===== src/rtl/mem_access_unit.sv =====
// MEM-stage data-memory access unit: turns M-stage load/store controls into a
// registered req/ack bus transaction, stalls until it completes, and extends load data.
module mem_access_unit #(
  parameter int TIMEOUT_CYCLES = 16,
  parameter int CNT_W          = 5
) (
  input  logic        Clk,
  input  logic        Rst_n,
  input  logic        memwrite_m,
  input  logic [1:0]  result_src_m,
  input  logic [1:0]  load_sel_m,
  input  logic        load_unsigned_m,
  input  logic [2:0]  store_sel_m,
  input  logic [31:0] alu_addr_m,
  input  logic [31:0] store_data_m,
  output logic        stall_m,
  output logic [31:0] load_data_m,
  output logic        load_valid_m,
  output logic        misalign_err,
  output logic        bus_err,
  output logic        mem_req,
  output logic        mem_we,
  output logic [31:0] mem_addr,
  output logic [3:0]  mem_be,
  output logic [31:0] mem_wdata,
  input  logic        mem_ack,
  input  logic [31:0] mem_rdata
);

  // state  | meaning
  // S_IDLE | waiting for an M-stage access; misaligned ones are rejected here
  // S_REQ  | first bus cycle, ack may arrive immediately
  // S_WAIT | holding the request, timeout counter running
  // S_DONE | access retired, pipeline released for one cycle
  typedef enum logic [1:0] {S_IDLE, S_REQ, S_WAIT, S_DONE} state_t;

  localparam logic [1:0] SZ_WORD = 2'd0;
  localparam logic [1:0] SZ_HALF = 2'd1;
  localparam logic [1:0] SZ_BYTE = 2'd2;

  state_t            state;
  logic [CNT_W-1:0]  cnt;
  logic              op_load;
  logic [1:0]        op_size;
  logic              op_unsigned;
  logic [1:0]        op_off;

  logic              store_ok;
  logic              access;
  logic              misaligned;
  logic [1:0]        size_next;
  logic [3:0]        be_next;
  logic [31:0]       wdata_next;
  logic [7:0]        lane_b;
  logic [15:0]       lane_h;
  logic [31:0]       ext_data;

  assign store_ok = memwrite_m &
                    ((store_sel_m == 3'b001) | (store_sel_m == 3'b010) | (store_sel_m == 3'b100));
  assign access   = store_ok | (result_src_m == 2'b01);

  always_comb begin
    size_next  = SZ_WORD;
    be_next    = 4'b1111;
    wdata_next = 32'h0;
    if (store_ok) begin
      case (store_sel_m)
        3'b001: begin
          size_next  = SZ_BYTE;
          be_next    = 4'b0001 << alu_addr_m[1:0];
          wdata_next = {4{store_data_m[7:0]}};
        end
        3'b010: begin
          size_next  = SZ_HALF;
          be_next    = alu_addr_m[1] ? 4'b1100 : 4'b0011;
          wdata_next = {2{store_data_m[15:0]}};
        end
        default: wdata_next = store_data_m;
      endcase
    end else begin
      case (load_sel_m)
        2'b01:   size_next = SZ_HALF;
        2'b10:   size_next = SZ_BYTE;
        default: size_next = SZ_WORD;
      endcase
    end
  end

  assign misaligned = ((size_next == SZ_HALF) & alu_addr_m[0]) |
                      ((size_next == SZ_WORD) & (alu_addr_m[1:0] != 2'b00));

  // Held in reset the unit must not stall, even if the stage still shows an access.
  assign stall_m = (state == S_REQ) | (state == S_WAIT) |
                   ((state == S_IDLE) & Rst_n & access & ~misaligned);

  always_comb begin
    case (op_off)
      2'd0:    lane_b = mem_rdata[7:0];
      2'd1:    lane_b = mem_rdata[15:8];
      2'd2:    lane_b = mem_rdata[23:16];
      default: lane_b = mem_rdata[31:24];
    endcase
    lane_h = op_off[1] ? mem_rdata[31:16] : mem_rdata[15:0];
    case (op_size)
      SZ_BYTE: ext_data = op_unsigned ? {24'h0, lane_b} : {{24{lane_b[7]}}, lane_b};
      SZ_HALF: ext_data = op_unsigned ? {16'h0, lane_h} : {{16{lane_h[15]}}, lane_h};
      default: ext_data = mem_rdata;
    endcase
  end

  always_ff @(posedge Clk) begin
    if (!Rst_n) begin
      state        <= S_IDLE;
      cnt          <= '0;
      op_load      <= 1'b0;
      op_size      <= SZ_WORD;
      op_unsigned  <= 1'b0;
      op_off       <= 2'b00;
      load_data_m  <= 32'h0;
      load_valid_m <= 1'b0;
      misalign_err <= 1'b0;
      bus_err      <= 1'b0;
      mem_req      <= 1'b0;
      mem_we       <= 1'b0;
      mem_addr     <= 32'h0;
      mem_be       <= 4'h0;
      mem_wdata    <= 32'h0;
    end else begin
      load_valid_m <= 1'b0;
      misalign_err <= 1'b0;
      bus_err      <= 1'b0;
      case (state)
        S_IDLE: begin
          if (access) begin
            if (misaligned) begin
              misalign_err <= 1'b1;
            end else begin
              mem_req     <= 1'b1;
              mem_we      <= store_ok;
              mem_addr    <= {alu_addr_m[31:2], 2'b00};
              mem_be      <= be_next;
              mem_wdata   <= wdata_next;
              op_load     <= ~store_ok;
              op_size     <= size_next;
              op_unsigned <= load_unsigned_m;
              op_off      <= alu_addr_m[1:0];
              state       <= S_REQ;
            end
          end
        end
        S_REQ, S_WAIT: begin
          if (mem_ack) begin
            mem_req <= 1'b0;
            if (op_load) begin
              load_data_m  <= ext_data;
              load_valid_m <= 1'b1;
            end
            state <= S_DONE;
          end else if (state == S_REQ) begin
            cnt   <= '0;
            state <= S_WAIT;
          end else if (cnt == CNT_W'(TIMEOUT_CYCLES - 1)) begin
            mem_req <= 1'b0;
            bus_err <= 1'b1;
            if (op_load) begin
              load_data_m  <= 32'h0;
              load_valid_m <= 1'b1;
            end
            state <= S_DONE;
          end else begin
            cnt <= cnt + CNT_W'(1);
          end
        end
        default: state <= S_IDLE;
      endcase
    end
  end

endmodule


===== config.mk =====
export PLATFORM = sky130hd
export DESIGN_NAME = mem_access_unit
export DESIGN_NICKNAME = d
export VERILOG_FILES = /design/src/rtl/mem_access_unit.sv
export SDC_FILE = /design/constraint.sdc
export NUM_CORES = 1
export LEC_CHECK = 0
export CAP_MARGIN = 10
export CORE_ASPECT_RATIO = 0.8
export CORE_UTILIZATION = 30
export DETAILED_ROUTE_END_ITERATION = 16
export GPL_ROUTABILITY_DRIVEN = 0
export GPL_TIMING_DRIVEN = 0
export SETUP_SLACK_MARGIN = 0.05
export SYNTH_ARGS = -nofsm -noshare
export SYNTH_HDL_FRONTEND = slang
export SYNTH_SLANG_ARGS = --single-unit

===== constraint.sdc =====
create_clock -name Clk -period 2.1 [get_ports Clk]
set_clock_uncertainty 0.1 [all_clocks]
set_input_delay 0.42 -clock Clk [delete_from_list [all_inputs] [get_ports Clk]]
set_output_delay 0.42 -clock Clk [all_outputs]
set_load 0.01 [all_outputs]

# After elaboration in Yosys (flattened, before gate mapping)
# Index checks and enable logic that the tools add are counted.
# totals
in_bits,108
reg_bits,116
word_cells,108
# op_classes
eq_ne,21
add_sub_neg,1
mux,38
bitwise,17
n_reduce_logical,15
shifts,1
# ops
cell,count
$mux W32,8
$pmux W32 S2,2
$pmux W8 S3,1
$mux W16,1
$eq A2 B1 Y1 const B,6
$mux W2,6
$pmux W2 S2,3
$reduce_and A3 Y1,4
$mux W1,11
$mux W5,2
$eq A2 B2 Y1 const B,4
$mux W4,2
$ne A2 B2 Y1 const B,4
$pmux W4 S2,1
$and A1 B1 Y1,6
$logic_not A2 Y1,3
$ne A3 B3 Y1 const B,2
$or A1 B1 Y1,6
$reduce_bool A2 Y1,3
$add A5 B1 Y5 const B,1
$eq A5 B4 Y1 const B,1
$not A1 Y1,5
$reduce_and A5 Y1,1
$ne A4 B4 Y1 const B,1
other kinds (9),9

# Longest topological paths before layout
# Gate-level depths: netlist (run 1).
# depth
depth_word,11
ltp_mapped,10
depth_no_buf,8

# Worst setup path before layout (run 1)
# No wires, ideal clock.
# synth_timing
kind,input port to output port
from,in memwrite_m
to,out stall_m
stages,7
n_path_buf,2
slack_ns,-0.105
t_arrival_ns,1.685
cell_sequence,buf_2 nand4bb_1 a31o_1 o211a_4 nor2_4 buf_4 a21o_1
# synth_between
elab_chain_cells,8
elab_cells_between_ends,12
classes_between,eq/ne: 1; mux: 1; bitwise: 9; reduce/logical: 1
# synth_lines
element,line,source
"start, declared",9,"input logic memwrite_m,"
$and A1 B1 Y1 *,58,assign store_ok = memwrite_m &
$mux W2,66,if (store_ok) begin
$eq A2 B1 Y1 / $logic_not A2 Y1 (equally long branches),"89, 90",
"$and A1 B1 Y1, on equally long branches","89, 90",
$or A1 B1 Y1,89,assign misaligned = ((size_next == SZ_HALF) & alu_addr_m[0]) |
$not A1 Y1 (no line),--,
$and A1 B1 Y1 *,94,((state == S_IDLE) & Rst_n & access & ~misaligned);
$or A1 B1 Y1 *,93,assign stall_m = (state == S_REQ) | (state == S_WAIT) |
"end, declared",16,"output logic stall_m,"
# Every way passes the cells marked *; elsewhere a longest branch is shown, timed or not.

# Worst setup path after layout (run 1)
# layout_timing
from,in load_sel_m[0]
to,out stall_m
# layout_between
elab_chain_cells,9
elab_cells_between_ends,12
classes_between,eq/ne: 3; mux: 2; bitwise: 6; reduce/logical: 1
# layout_lines
element,line,source
"start, declared",11,"input logic [1:0] load_sel_m,"
$eq A2 B2 Y1 / $eq A2 B1 Y1 (equally long branches),81,case (load_sel_m)
$pmux W2 S2 *,81,
$mux W2 *,66,
$eq A2 B1 Y1 / $logic_not A2 Y1 (equally long branches),"89, 90",
"$and A1 B1 Y1, on equally long branches","89, 90",
$or A1 B1 Y1 *,89,
$not A1 Y1 (no line) *,--,
$and A1 B1 Y1 *,94,
$or A1 B1 Y1 *,93,
# Marked as above.

==> results.txt, run 1 <==
status - finished with violations
failing checks - setup timing
Reg-to-Reg End - load_data_m[1]
Die Wd - 158 um
Final period util - 1.02
CTS Buf Count - 17
Worst Slack Setup Final - -44.1 ps
Reg area - 2330 um^2
Commonest cells post-synth - 116 x dfxtp_1, 87 x nand2_1, 72 x o21ai_0
vias in the first global route - 5907
Startpoint Class - input pin
top post-synthesis cells by area - dfxtp_1 40%, o21ai_0 6.2%, a21oi_1 6.0%, nand2_1 5.6%, mux2i_1 3.6%
Critical Path RT - 1580 ps
CP startpoint - load_sel_m[0]
DR vias - 6164
Yosys cell types - 57
Bufs on Longest Clock Path - 2
WP data arrival - 1620 ps
actual slew at the worst max-slew pin - 604 ps
highest metal used - met4
clk slew on worst S/H paths - 60 ps
Starting Density - 0.308
CP top delay family - compound AO/OA/AOI/OAI gates
H-tree levels - 4
r2r setup slk - 110 ps
Pwr Total - 0.00787 W
CP endpoint kind - output port
Core ar. - 19000 um^2
CTS tree - yes
first-pass GRT wire length - 32.0 mm
crit-path cells - buf_2 -> nand2b_4 -> a211o_1 -> o211a_4 -> nor2_4 -> buf_8 -> a21o_1 -> buf_6
fillers - 1883
max cap viols - 0
IO Port Bufs - 207
Final setup viols - 1
Hold Crit Start - alu_addr_m[1]
Synth area leader - dfxtp_1
Synth Cell Area - 5860 um^2
Post-route DRC - 0
Pleak - 3.31 nW
met3 wire len - 1.52 mm
sum of buffers and inverters on the critical path - 3
ANT cells - 0
area of the multi-input gates - 3280 um^2
Placed Cells incl. Taps - 1193
Num Clock Sinks - 116
yosys warns - 0
clk root buf - clkbuf_16
EDFF count, synth - 0
GR Overflow Total - 0
worst skew pair latency - 420 ps
fraction of registers with async set/reset - 0
initial antenna violation count - 0
Area Overhead vs Synth - 57.0%
# IOs - 214
CP max-delay cell - a211o_1
row cnt - 45
Finished Layout Cells - 1239
Fmax achieved - 0.466 GHz
# hold bufs at CTS - 0
drt first pass iters - 5
#FFs+latches synth - 116
Period minus WS final - 2140 ps
Nets - 1084
R2R cell count - 10
final wirelength - 21.0 mm
DR WL/cell - 16.9 um
FF-to-FF Start - cnt[0]
WP depth - 8
share of cells above drive strength 1 - 0.136
Synth top area share - 0.396
Avg Synthesized Cell Area - 8.06 um^2
M1 WL - 10.3 mm
final slew viol count - 0
Syn Inst Count - 727
Fin. Hold Viols - 0
Via density - 4.97
sequential share of the synthesized area - 0.396
Die Area - 20100 um^2
power density over cell area - 856 nW/um^2
Die Y - 127 um
unrepaired setup endpoints after global routing - yes
HP Class - input pin to flop
GRT Util Overall - 0.209
capture point of the worst path - stall_m
cell with the most instances after synthesis - dfxtp_1
DP HPWL - 15.6 mm
worst setup path class - input pin to output port
VDD IR-drop max - 0.000487 V
met2 wire len - 8.77 mm
main flop type after synthesis - dfxtp_1
Final ANT Viol Nets - 0
Final Util - 0.483
largest net degree at the start of global routing - 17
crit-path max FO - 3
slew margin rel. - 0.597
DRT iter0 DRCs - 455
Critical Path Max Stage Delay - 330 ps
power by group:
group / total, W / switching (W) / internal (W)
clock network: 0.00307 / 0.00109 / 0.00198
registers: 0.00248 / 0.000100 / 0.00238
logic: 0.00233 / 0.00125 / 0.00107
total: 0.00787 / 0.00244 / 0.00543
layout make-up:
cell class	instances	area share
Inverter	22	0.00925
Sequential cell	116	0.253
Buffer	64	0.0365
Clock inverter	12	0.0199
Tap cell	258	0.0351
Clock buffer	19	0.0471
Timing Repair Buffer	226	0.243
Multi-Input combinational cell	522	0.356
tightest hold or removal path: stages:
cell and delay [ps]:
buf_2 160, nand3_1 100, a21oi_1 60
state kept, by name (all words and copies together), names as in the netlist:
register	count
mem_we	1
mem_req	1
bus_err	1
op_load	1
cnt	5
mem_be	4
mem_addr	30
op_size	2
op_off	2
state	2
load_data_m	32
mem_wdata	32
misalign_err	1
op_unsigned	1
load_valid_m	1
through the flow:
stage                     worst slack [ps]  setup TNS (ps)  hold slack, ps  cell area (um^2)
after global routing                 -86.0           -86.0             283              9200
after detailed placement             -1300          -52680             342              8280
after CTS                            -93.5           -93.5             342              9080
after global placement               -1320          -53950             338              8280
after floorplan                      -5.01           -5.01             351              5890
final                                -44.1           -44.1             267              9200
how the worst min path moves through the flow:
stage	end	slack, ps	depth (start not counted)
after floorplan	state[1]	350	2
final	op_off[1]	270	3
after global placement	load_data_m[8]	340	1
after global routing	op_off[1]	280	3
after CTS	op_size[0]	340	4
after detailed placement	load_data_m[13]	340	1
cells in the final DEF, fill, tap and decap left out, types with 4 or more instances in the layout:
cell type,Yosys,final
a311oi_1,4,4
o2111ai_1,8,8
o22ai_1,5,5
nand3_1,34,33
inv_1,22,21
buf_1,5,5
a2bb2oi_1,7,7
buf_4,9,26
o31ai_1,17,17
nand2b_1,15,12
nand4_1,18,18
clkbuf_1,39,32
bufinv_16,0,4
o211ai_1,10,10
nor2_1,32,31
a21oi_1,70,68
dfxtp_1,116,112
a221oi_1,7,7
o21ai_0,72,69
buf_8,0,5
clkbuf_16,0,18
clkbuf_2,4,8
nand2_1,87,87
a21o_1,8,8
buf_2,11,11
mux2i_1,21,19
mux2_2,16,16
and2_1,18,17
clkinv_4,0,4
nor2b_1,20,19
a22oi_1,8,8
clkdlybuf4s50_1,0,198
cells by family (layout without fill, tap and decap cells):
family | Yosys count | after routing | share of synthesized area
compound gates | 235 | 235 | 0.252
simple gates | 239 | 239 | 0.200
flops | 116 | 116 | 0.396
mux | 37 | 37 | 0.0666
other cells | 1 | 2 | 0.000640
buf+inv | 90 | 343 | 0.0666
fa+ha+maj | 7 | 7 | 0.0150
xor+xnor | 2 | 2 | 0.00299
layer usage:
| metal | up-vias | track usage |
|---|---|---|
| met4 | 0 | 0.0814 |
| li1 | 3071 | - |
| met5 | - | 0 |
| met2 | 211 | 0.298 |
| met3 | 28 | 0.0570 |
| met1 | 2854 | 0.296 |
what timing repair did:
action                                  CTS  global route
pin swaps                                11             7
endpoints found under the setup margin  107            32
cloned                                    0             1
resized for setup                        51            35
buffers inserted                         14             4
(Power assumes the default switching activity.)
==> inputs of run 2 (changes only) <==
--- a/config.mk
+++ b/config.mk
@@ -6,12 +6,15 @@
 export NUM_CORES = 1
 export LEC_CHECK = 0
 export CAP_MARGIN = 10
+export CELL_PAD_IN_SITES_DETAIL_PLACEMENT = 0
+export CELL_PAD_IN_SITES_GLOBAL_PLACEMENT = 1
 export CORE_ASPECT_RATIO = 0.8
-export CORE_UTILIZATION = 30
+export CORE_UTILIZATION = 29
 export DETAILED_ROUTE_END_ITERATION = 16
 export GPL_ROUTABILITY_DRIVEN = 0
 export GPL_TIMING_DRIVEN = 0
-export SETUP_SLACK_MARGIN = 0.05
+export PLACE_DENSITY_LB_ADDON = 0.1
+export SETUP_SLACK_MARGIN = 0.5
 export SYNTH_ARGS = -nofsm -noshare
 export SYNTH_HDL_FRONTEND = slang
 export SYNTH_SLANG_ARGS = --single-unit
==> run 2 against run 1 <==
Against the previous run:
- the run still ends with setup timing left
- register-to-register slack worse by 40 ps
- fmax down 2.4%
- final cell count up 5.4%
- core utilization up 6.5 points
- critical path type unchanged
- largest cell class unchanged
==> results.txt, run 2 (synthesis results as in run 1) <==
actual slew at the worst max-slew pin - 728 ps (was 604 ps)
Critical Path RT - 1580 ps (about the same)
max cap viols - 0 (unchanged)
share of cells above drive strength 1 - 0.367 (was 0.136)
failing checks - setup timing (unchanged)
# IOs - 214 (unchanged)
Core ar. - 19800 um^2 (was 19000 um^2)
initial antenna violation count - 0 (unchanged)
Final ANT Viol Nets - 0 (unchanged)
H-tree levels - 4 (unchanged)
CP endpoint kind - output port (unchanged)
DR WL/cell - 18.6 um (was 16.9 um)
first-pass GRT wire length - 35.0 mm (was 32.0 mm)
area of placed instances - 8520 um^2 (was 8280 um^2)
TNS Setup - -119 ps (was -44.1 ps)
Final setup viols - 2 (was 1)
R2R cell count - 13 (was 10)
slew margin rel. - 0.515 (was 0.597)
M1 GR Usage - 0.306 (was 0.296)
largest net degree at the start of global routing - 17 (unchanged)
DRT iter0 DRCs - 333 (was 455)
Via density - 4.98 (was 4.97)
worst setup path class - input pin to output port (unchanged)
most frequent cells in the layout - 101 x dfxtp_1, 95 x clkdlybuf4s50_1, 62 x nand2_1, 45 x a21oi_1, 41 x dlygate4sd2_1 (was 198 x clkdlybuf4s50_1, 112 x dfxtp_1, 87 x nand2_1, 69 x o21ai_0, 68 x a21oi_1)
cell area after layout - 10900 um^2 (was 9200 um^2)
Hold Crit Start - alu_addr_m[1] (unchanged)
final slew viol count - 0 (unchanged)
Area Overhead vs Synth - 85.4% (was 57.0%)
Die Area - 20800 um^2 (was 20100 um^2)
Pleak - 4.28 nW (was 3.31 nW)
Final Util - 0.548 (was 0.483)
Startpoint Class - input pin (unchanged)
CTS Buf Count - 17 (unchanged)
clk root buf - clkbuf_16 (unchanged)
Fin. Hold Viols - 0 (unchanged)
final hold slack - 246 ps (was 267 ps)
clk slew on worst S/H paths - 60 ps (about the same)
IO Port Bufs - 207 (unchanged)
DP HPWL - 16.4 mm (was 15.6 mm)
Top Registers - load_data_m x32, mem_wdata x32, mem_addr x30 (unchanged)
CTS tree - yes (unchanged)
Num Clock Sinks - 116 (unchanged)
unrepaired setup endpoints after global routing - yes (unchanged)
Final period util - 1.05 (was 1.02)
Post-route DRC - 0 (unchanged)
GRT Util Overall - 0.220 (was 0.209)
r2r setup slk - 70 ps (was 110 ps)
ANT cells - 0 (unchanged)
row cnt - 46 (was 45)
HP Class - input pin to flop (unchanged)
Fmax achieved - 0.455 GHz (was 0.466 GHz)
WP data arrival - 1680 ps (was 1620 ps)
most common cell after layout, fill and taps aside - dfxtp_1 (was clkdlybuf4s50_1)
worst skew pair latency - 420 ps (about the same)
Bufs on Longest Clock Path - 2 (unchanged)
Starting Density - 0.296 (was 0.308)
VDD IR-drop max - 0.000549 V (was 0.000487 V)
met3 Usage GRT - 0.0637 (was 0.0570)
Period minus WS final - 2200 ps (was 2140 ps)
status - finished with violations (unchanged)
Most Used Layer, Global Route - met2 (unchanged)
drt first pass iters - 4 (was 5)
GR Overflow Total - 0 (unchanged)
DR vias - 6503 (was 6164)
Critical Path Max Stage Delay - 220 ps (was 330 ps)
FF-to-FF Start - state[1] (was cnt[0])
crit-path cells - buf_12 -> xor2_4 -> o211a_1 -> buf_6 -> o21ai_4 -> nor2_4 -> buf_12 -> a21o_1 -> buf_6 (was buf_2 -> nand2b_4 -> a211o_1 -> o211a_4 -> nor2_4 -> buf_8 -> a21o_1 -> buf_6)
final wirelength - 24.3 mm (was 21.0 mm)
hold path endpoint - op_off[1] (unchanged)
Reg-to-Reg End - load_data_m[22] (was load_data_m[1])
Worst Slack Setup Final - -95.9 ps (was -44.1 ps)
Hold Path Depth - 3 (unchanged)
CP max-delay cell - o211a_1 (was a211o_1)
Die Wd - 161 um (was 158 um)
crit-path max FO - 4 (was 3)
vias in the first global route - 6232 (was 5907)
Die Y - 129 um (was 127 um)
GR Util met2 - 0.329 (was 0.298)
power density over cell area - 838 nW/um^2 (was 856 nW/um^2)
Nets - 1144 (was 1084)
## run 2: layer usage
metal  vias to the layer above  part of all wire
li1                       3219                 -
met1                      3059              0.48
met2                       202              0.44
met3                        23             0.063
met4                         0             0.013
met5                         -                 0
## run 2: timing repair
item,CTS,global route
hold endpoints to repair,0,0
setup buffers,37,25
setup endpoints to repair,219,156
pin swaps,27,113
cloned,3,10
hold buffers,0,0
gates resized for setup,288,305
## run 2: how the worst max path moves through the flow
stage / start / end / cells after the start
2_1_floorplan: store_sel_m[0] / stall_m / 6
3_3_place_gp: store_sel_m[2] / stall_m / 8
3_5_place_dp: store_sel_m[2] / stall_m / 8
4_1_cts: store_sel_m[0] / stall_m / 8
5_1_grt: store_sel_m[0] / stall_m / 9
6_report: store_sel_m[0] / stall_m / 9
## run 2: cell type report
class | instances | area [um^2]
Buffer | 68 | 648
Clock buffer | 18 | 429
Clock inverter | 14 | 156
Fill cell | 1894 | 8940
Inverter | 22 | 82.6
Multi-Input combinational cell | 522 | 4030
Sequential cell | 116 | 2340
Tap cell | 264 | 330
Timing Repair Buffer | 282 | 2840
## run 2: power breakdown
group	switching [W]	internal (W)
clock	0.00118	0.00176
combinational	0.00181	0.00183
sequential	0.000143	0.00238
total	0.00313	0.00597
## run 2: stage by stage
stage	total power [W]	setup WS, ps	cells
final	0.00910	-95.9	1306
after global routing	0.00949	-126	1306
after CTS	0.00832	-130	1271
after detailed placement	0.00483	-1310	1199
after global placement	0.00484	-1330	1199
after floorplan	0.00389	52.6	728
## run 2: worst max-delay path, delay by kind of cell
family,cells,cell delay (ps)
AO/OA/AOI/OAI,3,520
XOR/XNOR,1,180
buffers and inverters,4,480
AND/OR/NAND/NOR,1,70
